===== config.mk =====
export PLATFORM = sky130hd
export DESIGN_NAME = trip_fare_meter
export DESIGN_NICKNAME = d
export VERILOG_FILES = /design/src/rtl/trip_fare_meter.sv
export SDC_FILE = /design/constraint.sdc
export NUM_CORES = 1
export LEC_CHECK = 0
export ABC_AREA = 1
export BUFFER_PORTS_ARGS = -buffer_cell sky130_fd_sc_hd__clkbuf_2
export CORE_ASPECT_RATIO = 0.8
export CORE_MARGIN = 2
export CORE_UTILIZATION = 30
export CTS_BUF_LIST = sky130_fd_sc_hd__clkbuf_16
export CTS_CLUSTER_DIAMETER = 50
export DETAILED_ROUTE_END_ITERATION = 10
export SLEW_MARGIN = 5
export SYNTH_ARGS = -nofsm -noshare
export SYNTH_HDL_FRONTEND = slang
export SYNTH_SLANG_ARGS = --single-unit

===== constraint.sdc =====
create_clock -name clk -period 3 [get_ports clk]
set_input_delay 0.15 -clock clk [delete_from_list [all_inputs] [get_ports clk]]
set_output_delay 0.15 -clock clk [all_outputs]
set_load 0.1 [all_outputs]

===== src/rtl/trip_fare_meter.sv =====
// Trip state machine and fare accumulator driven by the taxi counter's status code.
// Distance tracks signed movement; fare = BASE_FARE + RATE*distance, clamped at both ends.
module trip_fare_meter #(
    parameter int DIST_W    = 8,
    parameter int FARE_W    = 16,
    parameter int BASE_FARE = 20,
    parameter int RATE      = 5,
    parameter int ERR_LIMIT = 3
) (
    input  logic              clk,
    input  logic              rst,
    input  logic [2:0]        incr_decr_error,
    input  logic              trip_start,
    input  logic              trip_end,
    output logic [DIST_W-1:0] distance,
    output logic [FARE_W-1:0] fare,
    output logic              busy,
    output logic              trip_done,
    output logic              fault
);
    localparam int ERR_W = $clog2(ERR_LIMIT + 1);
    localparam logic [DIST_W-1:0] DIST_MAX = '1;
    localparam logic [FARE_W-1:0] FARE_MAX = '1;
    localparam logic [FARE_W-1:0] BASE = FARE_W'(BASE_FARE);
    localparam logic [FARE_W-1:0] STEP = FARE_W'(RATE);
    localparam logic [FARE_W:0] STEP_X = (FARE_W+1)'(RATE);
    localparam logic [FARE_W:0] FLOOR_X = {1'b0, BASE} + STEP_X;
    localparam logic [ERR_W-1:0] ERR_LAST = ERR_W'(ERR_LIMIT - 1);

    typedef enum logic [1:0] {IDLE, RUN, DONE, FAULT} state_t;

    state_t state, state_nxt;
    logic [DIST_W-1:0] dist_nxt;
    logic [FARE_W-1:0] fare_nxt;
    logic [ERR_W-1:0] err_cnt, err_nxt;
    logic [FARE_W:0] fare_up;
    logic is_incr, is_decr, is_err;

    assign is_incr = (incr_decr_error == 3'b100);
    assign is_decr = (incr_decr_error == 3'b010);
    // Every code other than incr, decr and idle counts as a sensor error.
    assign is_err = !is_incr && !is_decr && (incr_decr_error != 3'b000);
    assign fare_up = {1'b0, fare} + STEP_X;

    always_comb begin
        state_nxt = state;
        dist_nxt  = distance;
        fare_nxt  = fare;
        err_nxt   = err_cnt;
        case (state)
            IDLE, FAULT: begin
                if (trip_start) begin
                    state_nxt = RUN;
                    dist_nxt  = '0;
                    fare_nxt  = BASE;
                    err_nxt   = '0;
                end
            end
            RUN: begin
                err_nxt = is_err ? err_cnt + 1'b1 : '0;
                if (is_incr && distance != DIST_MAX) begin
                    dist_nxt = distance + 1'b1;
                    fare_nxt = fare_up[FARE_W] ? FARE_MAX : fare_up[FARE_W-1:0];
                end
                if (is_decr && distance != '0) begin
                    dist_nxt = distance - 1'b1;
                    fare_nxt = ({1'b0, fare} >= FLOOR_X) ? fare - STEP : BASE;
                end
                // A completing error burst outranks a trip close in the same cycle.
                if (is_err && err_cnt == ERR_LAST)
                    state_nxt = FAULT;
                else if (trip_end)
                    state_nxt = DONE;
            end
            DONE:    state_nxt = IDLE;
            default: state_nxt = IDLE;
        endcase
    end

    always_ff @(posedge clk or posedge rst) begin
        if (rst) begin
            state     <= IDLE;
            distance  <= '0;
            fare      <= '0;
            err_cnt   <= '0;
            busy      <= 1'b0;
            trip_done <= 1'b0;
            fault     <= 1'b0;
        end else begin
            state     <= state_nxt;
            distance  <= dist_nxt;
            fare      <= fare_nxt;
            err_cnt   <= err_nxt;
            busy      <= (state_nxt == RUN);
            trip_done <= (state_nxt == DONE);
            fault     <= (state_nxt == FAULT);
        end
    end
endmodule


==> load_flow_metrics.sql, run 1 <==
INSERT INTO impl_metrics (metric_group, metric, value, unit) VALUES
('outcome', 'status', 'completed', ''),
('timing', 'layout_worst_path_cycle_share', '78.1', '%'),
('timing', 'setup_repair_after_global_routing_missed_its_margin', 'no', ''),
('synth', 'synthMostInstantiatedCell', 'sky130_fd_sc_hd__nand2_1', ''),
('global_routing', 'grt_pass1_vias', '2624', ''),
('detailed_routing', 'remaining_drc_errors', '0', ''),
('timing', 'max-slew-margin-rel', '62.8', '%'),
('job', 'max-cap-violations', '0', ''),
('critical_path', 'crit_path_max_delay_cell_type', 'sky130_fd_sc_hd__dfrtp_1', ''),
('global_routing', 'overflow_left_after_global_routing', '0', ''),
('clock_network', 'clock_insertion_delay_worst_skew', '0.28', 'ns'),
('clock_network', 'clock_tree.buffer_depth', '2', ''),
('synth', 'synth_cells', '439', ''),
('die', 'floorplan.rows', '31', ''),
('clock_network', 'cts.clk_slew.worst_paths', '0.05', 'ns'),
('synth', 'yosys.area.top_type_share', '27.7', '%'),
('synth', 'synth-edff-count', '0', ''),
('placed_design', 'place_worst_setup_slack', '0.684', 'ns'),
('finish', 'final-instance-count-excl-fill', '579', ''),
('global_routing', 'grtUsageTotal', '15.5', '%'),
('detailed_routing', 'route.detailed.vias_per_inst', '4.81', ''),
('timing', 'finalCriticalPeriod', '2.34', 'ns'),
('global_routing', 'grt_first_pass_wirelength', '12900', 'µm'),
('synth', 'synth.distinct_cells', '32', ''),
('placed_design', 'place.gp.congestion', '0.830', ''),
('timing', 'finalSetupTns', '0', 'ns'),
('timing', 'drv_slew', '0', ''),
('die', 'starting_density_of_the_core', '30.9', '%'),
('critical_path', 'worstPathCellList', 'nor2_1, nand2_1, o21ai_2, inv_2, ha_1, a21oi_1, nand2_1, a21oi_1, nand3_1, nand3_1, nand2_1', ''),
('timing', 'final.setup.worst_slack', '0.657', 'ns'),
('clock_network', 'clock_sink_count', '31', ''),
('clock_network', 'cts.htree.levels', '2', ''),
('die', 'placeableCoreArea', '0.00908', 'mm²'),
('critical_path', 'worst_ep_arrival_time', '2.51', 'ns'),
('detailed_routing', 'route.detailed.wl_per_inst', '13.3', 'µm'),
('die', 'top_level_ports', '34', ''),
('detailed_routing', 'detailroute.via_count', '2787', ''),
('critical_path', 'cp_common_cell', 'sky130_fd_sc_hd__nand2_1', ''),
('finish', 'area_growth_syn_to_fin', '11.5', '%'),
('timing', 'finalHoldViolCount', '0', ''),
('critical_path', 'largest_fanout_of_any_net_on_the_critical_path', '20', ''),
('synth', 'synth-main-ff-cell', 'sky130_fd_sc_hd__dfrtp_1', ''),
('finish', 'num-fill-cells', '1011', ''),
('die', 'area_of_the_die', '0.0101', 'mm²'),
('timing', 'worst_clock_skew', '0.00523', 'ns'),
('timing', 'holdWs', '0.219', 'ns'),
('synth', 'synth.largest_area_cell', 'sky130_fd_sc_hd__dfrtp_1', ''),
('detailed_routing', 'drt_iter0_markers', '160', ''),
('finish', 'nNetsFinal', '482', ''),
('synth', 'post_synth_instance_area', '0.00281', 'mm²'),
('die', 'die_height', '90.5', 'µm'),
('clock_network', 'tritoncts', 'done', ''),
('critical_path', 'worst-endpoint-required', '3.17', 'ns'),
('finish', 'antenna-diode-count', '0', ''),
('critical_path', 'end_kind', 'register', ''),
('placed_design', 'place_inst', '570', ''),
('placed_design', 'dp_hpwl', '5490', 'µm'),
('synth', 'synth_seq_cells', '31', ''),
('detailed_routing', 'detail_route.first_pass.iterations', '4', ''),
('detailed_routing', 'routed_wl', '7690', 'µm'),
('placed_design', 'io_buffer_count', '33', ''),
('timing', 'clock.fmax', '427', 'MHz'),
('critical_path', 'worst_setup_path_start_kind', 'register', ''),
('die', 'die-width', '112', 'µm'),
('timing', 'finalSetupViolations', '0', ''),
('synth', 'yosys-top-cells-area', 'sky130_fd_sc_hd__dfrtp_1, sky130_fd_sc_hd__nand2_1, sky130_fd_sc_hd__nand3_1', ''),
('finish', 'layout-drive-gt1-share', '13.8', '%'),
('global_routing', 'antenna_found_initial', '0', ''),
('clock_network', 'cts.root.buffer_cell', 'sky130_fd_sc_hd__clkbuf_16', ''),
('worst_hold_path', 'type_of_the_most_critical_hold_path', 'in -> reg', ''),
('synth', 'seq_area_frac_synth', '27.7', '%');
-- metrics by stage --
| stage | utilization [%] | instance area, µm² |
|---|---|---|
| after floorplan | - | 2810 |
| after global placement | 32.8 | 2980 |
| after detailed placement | 32.8 | 2980 |
| after CTS | 34.5 | 3130 |
| after global routing | 34.5 | 3130 |
| final | 34.5 | 3130 |
-- timing repair --
action,CTS,global route
buffers inserted,0,0
hold buffers,1,0
resized for setup,0,0
hold endpoints to repair,31,0
setup endpoints to repair,0,0
-- logic make-up (layout without fill, tap and decap cells) --
kind of cell	count (synthesis)	after routing	synth area share [%]
XOR/XNOR	10	10	3.12
adder cells (fa/ha/maj)	12	12	5.62
flip-flops	31	31	27.7
AO/OA/AOI/OAI	30	30	5.93
buffers and inverters	67	92	11.8
AND/OR/NAND/NOR	289	289	45.9
-- cell usage in the layout, fill, tap and decap left out, drive strengths merged, types with 3 or more instances in the layout --
cell type  instances
ha                11
clkbuf            38
a21oi              9
nand4             11
nand2            165
nor3               3
xor2               8
nor2              48
inv               48
nand3             58
dfrtp             31
o21ai             17
-- sequential cells by signal, indices dropped and copies added, names as in the netlist --
signal and flops:
trip_done 1, distance 8, err_cnt 2, state 2, fault 1, busy 1
fare 16
-- worst paths after layout --
kind | from | to | slack [ns] | cells past startpoint
max | distance[4] | distance[7] | 0.66 | 11
min | trip_start | state[0] | 0.22 | 3
max reg2reg | distance[4] | distance[7] | 0.66 | 11
min reg2reg | err_cnt[1] | err_cnt[1] | 0.53 | 2
max in group asynchronous | rst | distance[2] | 2.21 | 4
min in group asynchronous | rst | fare[12] | 0.49 | 4
-- cell type report --
cell class              count  area [µm²]  area share (%)
repair buffers             36         190            6.08
inverters                  48         180            5.76
multi-input cells         341        1700            54.3
flip-flops and latches     31         776            24.8
well taps                 115         144            4.60
clock inverters             3        15.0           0.480
clock buffers               5         125            4.00
-- per-layer routing --
layer | track usage (%) | wire, µm
met5 | 0 | 0
met4 | 3.05 | 62
met3 | 3.42 | 447
met2 | 23.4 | 3230
met1 | 22.6 | 3950
-- critical path, delay by kind of cell (launching register included) --
kind / cells / cell delay (ns)
simple gates: 6 / 0.65
buf+inv: 1 / 0.19
fa+ha+maj: 1 / 0.40
compound gates: 3 / 0.57
flops: 1 / 0.42
Power of run 1 is not shown: default switching activity piles up to over one toggle a cycle in this logic, so the estimate is an artifact.
==> run 2: changes to the inputs <==
clock period = 2 ns   (was 3 ns; I/O delays follow)
==> run 2 against run 1 <==
Against the previous run: the flow now finishes with violations (setup timing); critical path depth stayed put; clock skew fell by 0.0033 ns; worst setup slack worse by 0.68 ns; sequential cell count unchanged; final area rose by 13%; via count rose by 6.9%; clock-buffer cell count unchanged; hold slack lost 0.088 ns; non-clock buffer count up 26.
==> load_flow_metrics.sql, run 2 (synthesis results as in run 1) <==
INSERT INTO impl_metrics (metric_group, metric, value, unit) VALUES
('critical_path', 'last_element_of_the_critical_path', 'distance[7]', ''),
('clock_network', 'clock_sink_count', '31', ''),
('timing', 'layout_worst_path_cycle_share', '101', '%'),
('critical_path', 'worst_ep_arrival_time', '2.19', 'ns'),
('timing', 'finalSetupTns', '-0.0262', 'ns'),
('clock_network', 'tritoncts', 'done', ''),
('timing', 'setup_repair_after_global_routing_missed_its_margin', 'yes', ''),
('timing', 'finalHoldViolCount', '0', ''),
('die', 'top_level_ports', '34', ''),
('timing', 'clock.fmax', '494', 'MHz'),
('timing', 'finalCriticalPeriod', '2.02', 'ns'),
('placed_design', 'place.gp.congestion', '0.912', ''),
('global_routing', 'overflow_left_after_global_routing', '0', ''),
('detailed_routing', 'routed_wl', '8100', 'µm'),
('finish', 'largestRegisters', 'fare: 16 flops, distance: 8 flops', ''),
('critical_path', 'worst_setup_path_start_kind', 'register', ''),
('critical_path', 'worst-endpoint-required', '2.17', 'ns'),
('timing', 'final.setup.worst_slack', '-0.0229', 'ns'),
('finish', 'area_growth_syn_to_fin', '25.8', '%'),
('detailed_routing', 'route.detailed.wl_per_inst', '13.4', 'µm'),
('critical_path', 'capture_point_of_the_worst_reg_to_reg_path', 'distance[7]', ''),
('die', 'starting_density_of_the_core', '30.9', '%'),
('finish', 'mostFrequentLayoutCells', 'sky130_fd_sc_hd__nand2_1, sky130_fd_sc_hd__nand3_1, sky130_fd_sc_hd__inv_1', ''),
('timing', 'worst_clock_skew', '0.00195', 'ns'),
('global_routing', 'grt_pass1_vias', '2925', ''),
('detailed_routing', 'detailroute.via_count', '2978', ''),
('clock_network', 'clock_insertion_delay_worst_skew', '0.28', 'ns'),
('job', 'max-cap-violations', '0', ''),
('critical_path', 'critPathKind', 'reg -> reg', ''),
('placed_design', 'dp_hpwl', '5940', 'µm'),
('finish', 'registers.top_by_ff_count', 'fare', ''),
('global_routing', 'maximum_number_of_pins_on_one_net_before_global_route_repair', '32', ''),
('clock_network', 'cts_buffers', '5', ''),
('critical_path', 'rrSetupSlack', '-0.02', 'ns'),
('timing', 'drv_slew', '0', ''),
('finish', 'largest_register_ffs', '16', ''),
('outcome', 'violated_checks', 'setup timing', ''),
('clock_network', 'cts.clk_slew.worst_paths', '0.05', 'ns'),
('critical_path', 'end_kind', 'register', ''),
('critical_path', 'largest_fanout_of_any_net_on_the_critical_path', '7', ''),
('finish', 'final_core_util', '38.9', '%'),
('placed_design', 'io_buffer_count', '33', ''),
('global_routing', 'grtUsageTotal', '16.7', '%'),
('global_routing', 'grt_first_pass_wirelength', '14000', 'µm'),
('timing', 'finalSetupViolations', '3', ''),
('die', 'floorplan.rows', '31', ''),
('finish', 'antenna-diode-count', '0', ''),
('finish', 'nNetsFinal', '508', ''),
('detailed_routing', 'detail_route.first_pass.iterations', '5', ''),
('detailed_routing', 'drt_iter0_markers', '270', ''),
('die', 'area_of_the_die', '0.0101', 'mm²'),
('timing', 'max-slew-margin-rel', '63.3', '%'),
('finish', 'layout.cells.most_common', 'sky130_fd_sc_hd__nand2_1', ''),
('clock_network', 'clock_tree.buffer_depth', '2', ''),
('global_routing', 'antenna_found_initial', '0', ''),
('worst_hold_path', 'type_of_the_most_critical_hold_path', 'in -> reg', ''),
('critical_path', 'rr_startpoint', 'distance[6]', ''),
('die', 'placeableCoreArea', '0.00908', 'mm²'),
('detailed_routing', 'final_antenna_net_count', '0', ''),
('die', 'die_height', '90.5', 'µm'),
('die', 'die-width', '112', 'µm'),
('critical_path', 'cp-startpoint', 'distance[6]', ''),
('detailed_routing', 'remaining_drc_errors', '0', ''),
('critical_path', 'worst_r2r_path_depth', '11', ''),
('outcome', 'status', 'finished, violations left', ''),
('detailed_routing', 'route.detailed.vias_per_inst', '4.92', ''),
('finish', 'num-fill-cells', '959', ''),
('clock_network', 'cts.htree.levels', '2', ''),
('timing', 'worst_slew_pin_slew', '0.553', 'ns'),
('finish', 'layout-drive-gt1-share', '26.3', '%'),
('clock_network', 'cts.root.buffer_cell', 'sky130_fd_sc_hd__clkbuf_16', '');
run 2: cell types whose count changed in the layout (fill, tap and decap cells not counted), sizes merged:
cell | previous run | this run
clkinvlp | 1 | 0
clkinv | 2 | 1
inv | 48 | 49
buf | 2 | 28
bufinv | 0 | 1
run 2: cell type report:
type	instances	area, µm²	share of cell area [%]
clock buffers	5	125	3.55
well taps	115	144	4.08
repair buffers	62	385	10.9
flip-flops and latches	31	817	23.2
inverters	48	194	5.50
multi-input cells	341	1850	52.4
clock inverters	3	12.5	0.355
run 2: worst min-delay path by stage:
stage / cells after the start / to / start
floorplan: 1 / busy / rst
global placement: 3 / fault / rst
detailed placement: 3 / busy / rst
CTS: 3 / state[0] / trip_start
global route: 3 / state[0] / trip_start
finish: 3 / state[0] / trip_start
run 2: repair_timing:
action,in CTS,in global routing
hold endpoints to repair,31,0
hold buffers,1,0
pin swaps,12,15
endpoints found under the setup margin,3,11
gates resized for setup,7,9
gates cloned,0,0
setup buffers,5,1
run 2: through the flow:
step	setup WS, ns	hold WS (ns)	std cells	area (µm²)
finish	-0.0229	0.131	605	3530
global route	-0.190	0.194	605	3530
CTS	-0.00915	0.133	604	3480
detailed placement	-0.0180	0.194	590	3260
global placement	0.0191	0.193	590	3260
floorplan	-0.294	0.203	439	2950
run 2: critical path, stage by stage, from the launching register on:
cell and delay [ns]:
sky130_fd_sc_hd__dfrtp_4 0.48, sky130_fd_sc_hd__nor2_4 0.15, sky130_fd_sc_hd__nand2_2 0.06, sky130_fd_sc_hd__o21ai_2 0.13, sky130_fd_sc_hd__bufinv_8 0.23, sky130_fd_sc_hd__ha_4 0.24, sky130_fd_sc_hd__a21oi_2 0.14, sky130_fd_sc_hd__nand2_2 0.09
sky130_fd_sc_hd__a21oi_2 0.16, sky130_fd_sc_hd__nand3_1 0.09, sky130_fd_sc_hd__nand3_1 0.08, sky130_fd_sc_hd__nand2_1 0.05
run 2: metal layers:
metal	routed length (µm)	part of all wire, %	GRT usage [%]	vias to the layer above
li1	-	-	-	1495
met1	3950	49	24.8	1368
met2	3510	43	24.9	103
met3	563	6.9	3.36	12
met4	87	1.1	4.27	0
met5	0	0	0	-
Power of run 2 is left out for the same reason.
==> run 3: changes to the inputs <==
ABC_AREA = 0   (was 1)
==> run 3 against run 2 <==
Against the previous run: the flow still finishes with violations (setup timing); die area fell by 12%; cell count fell by 15%; global-route usage rose by 1.5 points; wire length fell by 2.8%; worst setup slack got worse by 0.74 ns; final area rose by 8.5%; non-clock buffer count rose by 58; area after synthesis fell by 13%; critical path type unchanged.
==> load_flow_metrics.sql, run 3 <==
INSERT INTO impl_metrics (metric_group, metric, value, unit) VALUES
('finish', 'final-instance-count-excl-fill', '517', ''),
('die', 'starting_density_of_the_core', '30.9', '%'),
('detailed_routing', 'route.detailed.vias_per_inst', '5.23', ''),
('outcome', 'status', 'finished, violations left', ''),
('synth', 'seq_area_frac_synth', '31.8', '%'),
('finish', 'layout-drive-gt1-share', '48.9', '%'),
('die', 'placeableCoreArea', '0.00791', 'mm²'),
('timing', 'finalSetupViolations', '24', ''),
('placed_design', 'place_inst', '499', ''),
('timing', 'max-slew-margin-rel', '40.8', '%'),
('timing', 'holdWs', '0.228', 'ns'),
('placed_design', 'place_worst_setup_slack', '-0.875', 'ns'),
('synth', 'synthArstFlopShare', '100', '%'),
('detailed_routing', 'final_antenna_net_count', '0', ''),
('critical_path', 'worst_setup_path_start_kind', 'register', ''),
('synth', 'synth-main-ff-cell', 'sky130_fd_sc_hd__dfrtp_1', ''),
('critical_path', 'cp-startpoint', 'distance[6]', ''),
('detailed_routing', 'routed_wl', '7880', 'µm'),
('clock_network', 'cts.root.buffer_cell', 'sky130_fd_sc_hd__clkbuf_16', ''),
('finish', 'fin_area', '0.00383', 'mm²'),
('finish', 'mostFrequentLayoutCells', 'sky130_fd_sc_hd__buf_4, sky130_fd_sc_hd__clkbuf_2, sky130_fd_sc_hd__nand2_1', ''),
('global_routing', 'grtUsageTotal', '18.3', '%'),
('synth', 'yosys-top-cells-area', 'sky130_fd_sc_hd__dfrtp_1, sky130_fd_sc_hd__ha_1, sky130_fd_sc_hd__o21ai_0', ''),
('die', 'top_level_ports', '34', ''),
('clock_network', 'cts.htree.levels', '2', ''),
('placed_design', 'io_buffer_count', '33', ''),
('clock_network', 'cts.clk_slew.worst_paths', '0.05', 'ns'),
('timing', 'final.setup.worst_slack', '-0.759', 'ns'),
('synth', 'synth.distinct_cells', '59', ''),
('clock_network', 'clock_tree.buffer_depth', '2', ''),
('die', 'area_of_the_die', '0.00888', 'mm²'),
('outcome', 'violated_checks', 'setup timing', ''),
('finish', 'area_growth_syn_to_fin', '56.8', '%'),
('critical_path', 'rr_startpoint', 'distance[6]', ''),
('synth', 'synth.avg_cell_area', '8.22', 'µm²'),
('timing', 'finalCriticalPeriod', '2.76', 'ns'),
('synth', 'synth.largest_area_cell', 'sky130_fd_sc_hd__dfrtp_1', ''),
('synth', 'synth-edff-count', '0', ''),
('timing', 'layout_worst_path_cycle_share', '138', '%'),
('synth', 'yosys.area.top_type_share', '31.8', '%'),
('detailed_routing', 'route.detailed.wl_per_inst', '15.2', 'µm'),
('finish', 'layout.cells.most_common', 'sky130_fd_sc_hd__buf_4', ''),
('timing', 'worst_clock_skew', '0.00464', 'ns'),
('clock_network', 'clock_insertion_delay_worst_skew', '0.27', 'ns'),
('timing', 'clock.fmax', '362', 'MHz'),
('finish', 'largestRegisters', 'fare: 16 flops, distance: 8 flops', ''),
('critical_path', 'end_kind', 'register', ''),
('finish', 'num-fill-cells', '747', ''),
('global_routing', 'antenna_found_initial', '0', ''),
('die', 'die_height', '84.7', 'µm'),
('critical_path', 'worst_ep_arrival_time', '2.92', 'ns'),
('detailed_routing', 'detailroute.via_count', '2704', ''),
('timing', 'worst_slew_pin_slew', '0.889', 'ns'),
('job', 'max-cap-violations', '0', ''),
('synth', 'synth_seq_cells', '31', ''),
('critical_path', 'critPathKind', 'reg -> reg', ''),
('timing', 'setup_repair_after_global_routing_missed_its_margin', 'yes', ''),
('synth', 'syn_nets', '316', ''),
('clock_network', 'clock_sink_count', '31', ''),
('placed_design', 'place.gp.congestion', '0.870', ''),
('critical_path', 'largest_fanout_of_any_net_on_the_critical_path', '5', ''),
('die', 'floorplan.rows', '29', ''),
('synth', 'post_synth_instance_area', '0.00244', 'mm²'),
('timing', 'finalHoldViolCount', '0', ''),
('global_routing', 'overflow_left_after_global_routing', '0', ''),
('detailed_routing', 'remaining_drc_errors', '0', ''),
('timing', 'drv_slew', '0', ''),
('global_routing', 'grt_first_pass_wirelength', '13000', 'µm'),
('clock_network', 'cts_buffers', '5', ''),
('placed_design', 'dp_hpwl', '5780', 'µm'),
('finish', 'antenna-diode-count', '0', ''),
('worst_hold_path', 'hold_start', 'trip_start', ''),
('finish', 'largest_register_ffs', '16', ''),
('placed_design', 'dpl_cell_area', '0.00339', 'mm²'),
('synth', 'synthMostInstantiatedCell', 'sky130_fd_sc_hd__dfrtp_1', ''),
('global_routing', 'grt_pass1_vias', '2647', ''),
('synth', 'synth_cells', '297', ''),
('finish', 'registers.top_by_ff_count', 'fare', ''),
('synth', 'yosysWarningCount', '0', ''),
('global_routing', 'maximum_number_of_pins_on_one_net_before_global_route_repair', '32', ''),
('detailed_routing', 'detail_route.first_pass.iterations', '4', ''),
('finish', 'nNetsFinal', '427', ''),
('clock_network', 'tritoncts', 'done', ''),
('die', 'die-width', '105', 'µm'),
('worst_hold_path', 'type_of_the_most_critical_hold_path', 'in -> reg', ''),
('synth', 'post_synth_most_frequent_cells', 'sky130_fd_sc_hd__dfrtp_1, sky130_fd_sc_hd__nand2_1, sky130_fd_sc_hd__nor2_1', ''),
('detailed_routing', 'drt_iter0_markers', '158', ''),
('critical_path', 'worst-endpoint-required', '2.16', 'ns');
-- run 3: cell types whose count changed in the layout (fill, tap and decap cells not counted), moves of 9 or more --
cell                      before  now
sky130_fd_sc_hd__buf_4        28   78
sky130_fd_sc_hd__inv_1        48   13
sky130_fd_sc_hd__nand2_1     153   26
sky130_fd_sc_hd__nand2_2      10    1
sky130_fd_sc_hd__nand3_1      53    2
sky130_fd_sc_hd__nor2_1       35   24
sky130_fd_sc_hd__o21ai_1       3   12
sky130_fd_sc_hd__o21ai_2       1   10
-- run 3: worst paths after layout --
check | cells past startpoint | to | slack, ns
hold reg to reg | 2 | err_cnt[1] | 0.48
max in group asynchronous | 4 | fare[0] | 1.21
setup / recovery | 10 | distance[6] | -0.76
hold / removal | 3 | state[0] | 0.23
min in group asynchronous | 4 | fare[8] | 0.47
setup reg to reg | 10 | distance[6] | -0.76
-- run 3: cell type report --
class	count	area, µm²	share of cell area [%]
inverters	13	51.3	1.34
clock inverters	3	11.3	0.294
flip-flops and latches	31	836	21.8
well taps	108	135	3.53
multi-input cells	237	1810	47.2
clock buffers	5	125	3.27
repair buffers	120	863	22.5
-- run 3: cell families after synthesis --
logic type | after synthesis | synth area share (%)
flops | 31 | 31.8
mux | 1 | 0.461
buf+inv | 29 | 5.79
simple gates | 106 | 22.0
fa+ha+maj | 12 | 6.45
xor+xnor | 14 | 5.02
compound gates | 104 | 28.5
-- run 3: metrics by stage --
step / setup TNS [ns] / util [%]
after floorplan: -7.47 / -
after global placement: -7.88 / 42.8
after detailed placement: -8.62 / 42.8
after CTS: -8.07 / 47.4
after global routing: -9.91 / 48.4
final: -8.29 / 48.4
-- run 3: worst max-delay path: stages, from the launching register on --
cell	delay, ns
sky130_fd_sc_hd__dfrtp_4	0.47
sky130_fd_sc_hd__or4_4	0.54
sky130_fd_sc_hd__o211a_4	0.30
sky130_fd_sc_hd__inv_4	0.07
sky130_fd_sc_hd__fa_2	0.24
sky130_fd_sc_hd__nor2b_4	0.05
sky130_fd_sc_hd__o21ai_2	0.15
sky130_fd_sc_hd__a21boi_2	0.09
sky130_fd_sc_hd__o21a_1	0.20
sky130_fd_sc_hd__or3_1	0.30
sky130_fd_sc_hd__a32o_1	0.25
-- run 3: layer usage --
layer | global-route usage [%] | part of all wire, %
met1 | 25.0 | 48
met5 | 0 | 0
met3 | 3.11 | 4.3
met2 | 29.8 | 46
met4 | 5.09 | 1.6
-- run 3: repair_timing --
action / CTS / global route
hold buffers: 1 / 0
buffers inserted: 12 / 3
pin swaps: 17 / 15
setup endpoints to repair: 24 / 24
gates resized for setup: 43 / 13
hold endpoints to repair: 31 / 0
Power of run 3 is left out for the same reason.
